`src/rtl/norm_pkg.sv`:
```
// Shared FSM state type for the norm_mean_var block.
package norm_pkg;

  typedef enum logic [1:0] {
    ACCUM     = 2'd0,
    CALC_MEAN = 2'd1,
    CALC_VAR  = 2'd2,
    DONE      = 2'd3
  } norm_state_e;

endpackage

```
`src/rtl/norm_square.sv`:
```
// Squares a W-bit signed value; the result is always non-negative and fits in 2W bits.
module norm_square #(
  parameter int W = 8
) (
  input  logic [W-1:0]   i_x,
  output logic [2*W-1:0] o_sq
);

  logic signed [2*W-1:0] w_ext;

  assign w_ext = {{W{i_x[W-1]}}, i_x};
  assign o_sq  = w_ext * w_ext;

endmodule

```
`src/rtl/norm_mean_var.sv`:
```
// Block mean and variance over K = 2**LOG2K signed samples.
// Define NORM_VAR_EN to build the sum-of-squares and variance path; without it var_out is 0.
module norm_mean_var
  import norm_pkg::*;
#(
  parameter int W     = 8,
  parameter int LOG2K = 4
) (
  input  logic           clk,
  input  logic           reset,
  input  logic           clear,
  input  logic           in_valid,
  output logic           in_ready,
  input  logic [W-1:0]   in_data,
  output logic           out_valid,
  input  logic           out_ready,
  output logic [W-1:0]   mean_out,
  output logic [2*W-1:0] var_out
);

  localparam int SW = W + LOG2K;
  localparam int VW = 2 * W;
  localparam int QW = VW + LOG2K;
  localparam logic [LOG2K-1:0] LAST_CNT = '1;

  norm_state_e          r_state;
  norm_state_e          w_state_nxt;
  logic signed [SW-1:0] r_sum;
  logic [LOG2K-1:0]     r_count;
  logic signed [W-1:0]  r_mean;
  logic                 r_out_valid;
  logic                 w_accept;
  logic                 w_last;
  logic                 w_handshake;
  logic                 w_load_mean;

  // A sample offered while clear is high is dropped.
  assign w_accept    = in_valid & in_ready & ~clear;
  assign w_last      = (r_count == LAST_CNT);
  assign w_handshake = r_out_valid & out_ready;

  // State register
  always_ff @(posedge clk) begin
    if (!reset) begin
      r_state <= ACCUM;
    end else begin
      r_state <= w_state_nxt;
    end
  end

  // Next-state logic
  always_comb begin
    w_state_nxt = r_state;
    if (clear) begin
      w_state_nxt = ACCUM;
    end else begin
      case (r_state)
        ACCUM:     w_state_nxt = (w_accept && w_last) ? CALC_MEAN : ACCUM;
        CALC_MEAN: w_state_nxt = CALC_VAR;
        CALC_VAR:  w_state_nxt = DONE;
        DONE:      w_state_nxt = out_ready ? ACCUM : DONE;
        default:   w_state_nxt = ACCUM;
      endcase
    end
  end

  // State-decoded outputs and load enables
  always_comb begin
    in_ready    = 1'b0;
    w_load_mean = 1'b0;
    case (r_state)
      ACCUM:     in_ready    = 1'b1;
      CALC_MEAN: w_load_mean = ~clear;
      default: begin
        in_ready    = 1'b0;
        w_load_mean = 1'b0;
      end
    endcase
  end

  // Running sum and sample count; the count wraps to 0 on the K-th sample
  always_ff @(posedge clk) begin
    if (!reset || clear || w_handshake) begin
      r_sum   <= '0;
      r_count <= '0;
    end else if (w_accept) begin
      r_sum   <= r_sum + SW'(signed'(in_data));
      r_count <= r_count + LOG2K'(1);
    end
  end

  // out_valid tracks DONE one edge ahead so it is a clean register
  always_ff @(posedge clk) begin
    if (!reset) begin
      r_out_valid <= 1'b0;
    end else begin
      r_out_valid <= (w_state_nxt == DONE);
    end
  end

  // Floor mean via arithmetic shift
  always_ff @(posedge clk) begin
    if (!reset) begin
      r_mean <= '0;
    end else if (w_load_mean) begin
      r_mean <= W'(r_sum >>> LOG2K);
    end
  end

`ifdef NORM_VAR_EN
  logic [VW-1:0] w_sample_sq;
  logic [VW-1:0] w_mean_sq;
  logic [QW-1:0] r_sumsq;
  logic [VW-1:0] r_ex2;
  logic [VW-1:0] r_var;
  logic [VW:0]   w_var_diff;
  logic          w_load_var;

  norm_square #(.W(W)) u_sq_sample (.i_x(in_data), .o_sq(w_sample_sq));
  norm_square #(.W(W)) u_sq_mean   (.i_x(r_mean),  .o_sq(w_mean_sq));

  assign w_load_var = (r_state == CALC_VAR) & ~clear;
  // Extra top bit flags a negative E[x^2] - mean^2 caused by the floored mean.
  assign w_var_diff = {1'b0, r_ex2} - {1'b0, w_mean_sq};

  // Sum of squares, cleared together with the running sum
  always_ff @(posedge clk) begin
    if (!reset || clear || w_handshake) begin
      r_sumsq <= '0;
    end else if (w_accept) begin
      r_sumsq <= r_sumsq + QW'(w_sample_sq);
    end
  end

  // E[x^2] alongside the mean, then the clamped variance one state later
  always_ff @(posedge clk) begin
    if (!reset) begin
      r_ex2 <= '0;
      r_var <= '0;
    end else begin
      if (w_load_mean) begin
        r_ex2 <= VW'(r_sumsq >> LOG2K);
      end
      if (w_load_var) begin
        r_var <= w_var_diff[VW] ? '0 : w_var_diff[VW-1:0];
      end
    end
  end

  assign var_out = r_var;
`else
  assign var_out = '0;
`endif

  assign mean_out  = r_mean;
  assign out_valid = r_out_valid;

endmodule
```
`config.mk`:
```
export PLATFORM = sky130hd
export DESIGN_NAME = norm_mean_var
export DESIGN_NICKNAME = d
export VERILOG_FILES = /design/src/rtl/norm_pkg.sv /design/src/rtl/norm_square.sv /design/src/rtl/norm_mean_var.sv
export SDC_FILE = /design/constraint.sdc
export NUM_CORES = 1
export LEC_CHECK = 0
export ABC_CLOCK_PERIOD_IN_PS = 3200
export CORE_ASPECT_RATIO = 1.2
export CORE_MARGIN = 8
export CORE_UTILIZATION = 50
export DETAILED_ROUTE_END_ITERATION = 10
export PLACE_DENSITY = 0.8
export SLEW_MARGIN = 15
export SYNTH_ARGS = -nofsm -noshare
export SYNTH_HDL_FRONTEND = slang
export SYNTH_SLANG_ARGS = --single-unit
```
`constraint.sdc`:
```
create_clock -name clk -period 3.2 [get_ports clk]
set_clock_uncertainty 0.2 [all_clocks]
set_input_delay 0.8 -clock clk [delete_from_list [all_inputs] [get_ports clk]]
set_output_delay 0.8 -clock clk [all_outputs]
set_load 0.05 [all_outputs]
```
==> summary.md <==
| Metric | Value |
|---|---|
| Area fraction of the dominant cell type after synthesis | 0.322 |
| Outcome | finished, final reports clean |
| Endpoint class of the critical path | flip-flop |
| Maximum number of pins on one net before global-route repair | 17 |
| Max Clk Rate | 335 MHz |
| Area of the multi-input gates | 1030 um2 |
| Maximum clock path buffer count | 2 |
| Number of buffers created by CTS | 3 |
| Mean area per synthesized cell | 8.64 um2 |
| Max FO, Critical Path | 3 |
| Root buffer cell | clkbuf_8 |
| Switching share of power | 0.305 |
| Via count of the routed design | 1380 |
| Via count of the first global-routing pass | 1373 |
| Data required time of the worst path | 3.16 ns |
| Mapped Cells | 194 |
| Met1 routing resource usage after global routing | 0.161 |
| Met2 routing resource usage after global routing | 0.249 |
| Logic depth of the worst register-to-register path | 8 |
| Clock tree from TritonCTS | yes |
| Most common cell on crit path | a21o_1 |
| Most instantiated flip-flop cell in the synthesis netlist | dfxtp_1 |
| Drt first-iter violations | 52 |
| Worst hold path cell count | 2 |
| Logic pwr share | 0.207 |
| Smallest setup slack after layout | 0.216 ns |
| Internal | 0.000480 W |
| Level count of the clock H-tree | 1 |
| Overflow left after global routing | 0 |
| Cell type contributing the most total cell area after synthesis | dfxtp_1 |
| Fraction of final layout cells sized beyond drive strength 1 | 0.102 |
| Portion of total power attributed to sequential cells | 0.499 |
| Width of the die | 68.9 um |
| Leakage power | 0.810 nW |
| Core Util, Final | 0.606 |
| Ant. Diodes | 0 |
| Final Net Count | 252 |
| Effective utilization at floorplan | 0.511 |
| Post-CTS Hold Buffers | 0 |
| Crit path buf inv count | 1 |
| I/O Pins | 39 |
| Clock network power share | 0.294 |
| Number of port buffers | 22 |
| CP Launch Type | primary input |
| Family of cells with the greatest summed delay on the critical path | compound AO/OA/AOI/OAI gates |
| Count of max-cap constraint violations | 0 |
| Tmin final | 2.98 ns |
| Share of the yosys chip area belonging to registers | 0.322 |
| Area of the die | 5470 um2 |
| Number of resized instances in the post-cts repair step | 0 |
| Count of flip-flops with a built-in enable after synthesis | 0 |
| Count of clock tree sinks | 27 |
| Area of the core | 3280 um2 |
| Worst path cell trace | clkdlybuf4s50_1 -> ha_1 -> fa_1 -> a21o_1 -> a21o_1 -> a211oi_2 -> a21oi_1 -> mux2i_1 -> o311ai_1 |
| Highest ir drop seen on vdd | 0.268 mV |
| Area taken by flip-flops and latches | 541 um2 |
| Via-to-Cell Ratio | 5.27 |
| Buffers inserted during post-CTS setup optimization | 0 |
| Switching Power | 0.000211 W |
| Yosys Warn Count | 0 |
| Row Count | 23 |
| RSZ-0062 raised after global routing | false |
| Area of the mapped netlist | 1680 um2 |
| Antenna violations before repair | 0 |
| Number of setup violations in the final report | 0 |
| Most area-consuming cells after synthesis | dfxtp_1, ha_1, buf_4 |
| Count of pins over their slew limit | 0 |
| Wire length of the first global-routing pass | 6.06 mm |
| Data arrival time of the critical path | 2.94 ns |
| Worst hold slack | 0.265 ns |
| Remaining number of nets flagged by the antenna check after routing | 0 |
| Final worst-path cycle share | 0.933 |
| Most used standard cell by instance count after synthesis | dfxtp_1 |
| Slowest library cell on the worst path | clkdlybuf4s50_1 |
| Die height | 79.4 um |
| Met3 Use GR | 0.0169 |
| Most frequent cells after synthesis | dfxtp_1, nand2_1, buf_4 |
| Cell Pwr Density | 347 nW/um2 |
| Clock edge transition at the registers on the reported setup and hold paths | 0.10 ns |
| Delay of the slowest cell on the worst path | 0.40 ns |
| Setup WS pre-CTS | -0.135 ns |
| Layer with the highest usage | met2 |
| Register bit count reported by yosys | 27 |
| Remaining design rule violation count | 0 |
| Worst setup path class | in2reg |
| Post-detailed-routing wire length | 3.65 mm |
| Max-slew headroom | 0.661 |
| DR WL/cell | 13.9 um |
| Share of flip-flops with an asynchronous set or reset | 0 |
| Post-synth cell types | 44 |
| Synthesis-to-layout area growth | 18.5% |
| Sum of net half-perimeters after detailed placement | 2.86 mm |
| Number of hold-slack violations in the final timing report | 0 |
| Type of the worst min-delay path | reg2reg |
| Levels on crit path | 9 |
| TritonRoute pass-1 iters | 4 |
| Overall power consumption | 0.000690 W |
| Filler Cell Count | 306 |
| Actual transition at the worst max-transition pin | 0.507 ns |
| Routability congestion estimate from global placement | 0.873 |
| Insertion delay of the later-clocked pin in the worst-skew pair | 0.28 ns |
| Global-route total usage across every layer | 0.138 |
per-layer routing:
| layer | routed length, um | up-vias |
|---|---|---|
| li1 | - | 703 |
| met1 | 1580 | 642 |
| met2 | 1860 | 31 |
| met3 | 158 | 4 |
| met4 | 52 | 0 |
| met5 | 0 | - |
through the flow:
stage	cell area [um2]	cells	TNS, ns
5_1_grt	1990	262	0
6_report	1990	262	0
4_1_cts	1990	262	0
3_5_place_dp	1940	258	-0.246
3_3_place_gp	1940	258	0
2_1_floorplan	1730	209	0
worst paths after layout:
check	start	to	slack, ns
setup / recovery	in_data[0]	r_sum[8]	0.22
hold / removal	r_sum[3]	r_sum[3]	0.27
hold reg to reg	r_sum[3]	r_sum[3]	0.27
setup reg to reg	r_sum[0]	r_sum[8]	0.83
flip-flops by register name (all words and copies together), names as in the netlist:
register,count
mean_out,8
out_valid,1
r_count,4
r_state,2
r_sum,12
layout make-up:
cell class / instances / area share
clock buffer: 3 / 0.0208
clock inverter: 1 / 0.00378
inverter: 4 / 0.00756
multi-input combinational: 156 / 0.516
sequential: 27 / 0.272
tap: 37 / 0.0233
timing repair buffer: 34 / 0.156
placed cells by master, fill, tap and decap left out, drive strengths merged, types with 2 or more instances in the layout:
| master | netlist | final |
|---|---|---|
| a21o | 4 | 4 |
| nand3b | 2 | 2 |
| inv | 4 | 4 |
| dfxtp | 27 | 27 |
| and2 | 2 | 2 |
| a211oi | 3 | 3 |
| nand2 | 26 | 26 |
| buf | 19 | 12 |
| xor2 | 4 | 4 |
| nor2 | 12 | 12 |
| nor2b | 9 | 9 |
| and3 | 2 | 2 |
| a21oi | 15 | 15 |
| or3 | 2 | 2 |
| conb | 1 | 16 |
| clkbuf | 3 | 3 |
| nand3 | 5 | 5 |
| a31oi | 3 | 3 |
| o21ai | 9 | 9 |
| clkdlybuf4s50 | 0 | 22 |
| xnor2 | 5 | 5 |
| ha | 12 | 12 |
| mux2i | 11 | 11 |
| nor3b | 2 | 2 |
worst min-delay path, stage by stage, from the launching register on:
cell and delay (ns):
dfxtp_1 0.33, nand2_1 0.05, a21oi_1 0.05
kinds of logic (layout without fill, tap and decap cells):
family	Yosys count	in the layout	share of synthesized area
compound gates	40	40	0.149
xor+xnor	9	9	0.0470
fa+ha+maj	13	13	0.101
buf+inv	26	42	0.0992
flops	27	27	0.322
mux	11	11	0.0657
other cells	1	16	0.00224
simple gates	67	67	0.213
power groups by stage:
stage | Clock (W) | Combinational, W | Sequential, W
final | 0.000203 | 0.000143 | 0.000345
after detailed placement | 0 | 0.000142 | 0.000353
after global placement | 0 | 0.000139 | 0.000352
after floorplan | 0 | 0.000117 | 0.000351
after global routing | 0.000221 | 0.000154 | 0.000346
after CTS | 0.000205 | 0.000142 | 0.000345
No activity file was read; power rests on OpenSTA's default activity.
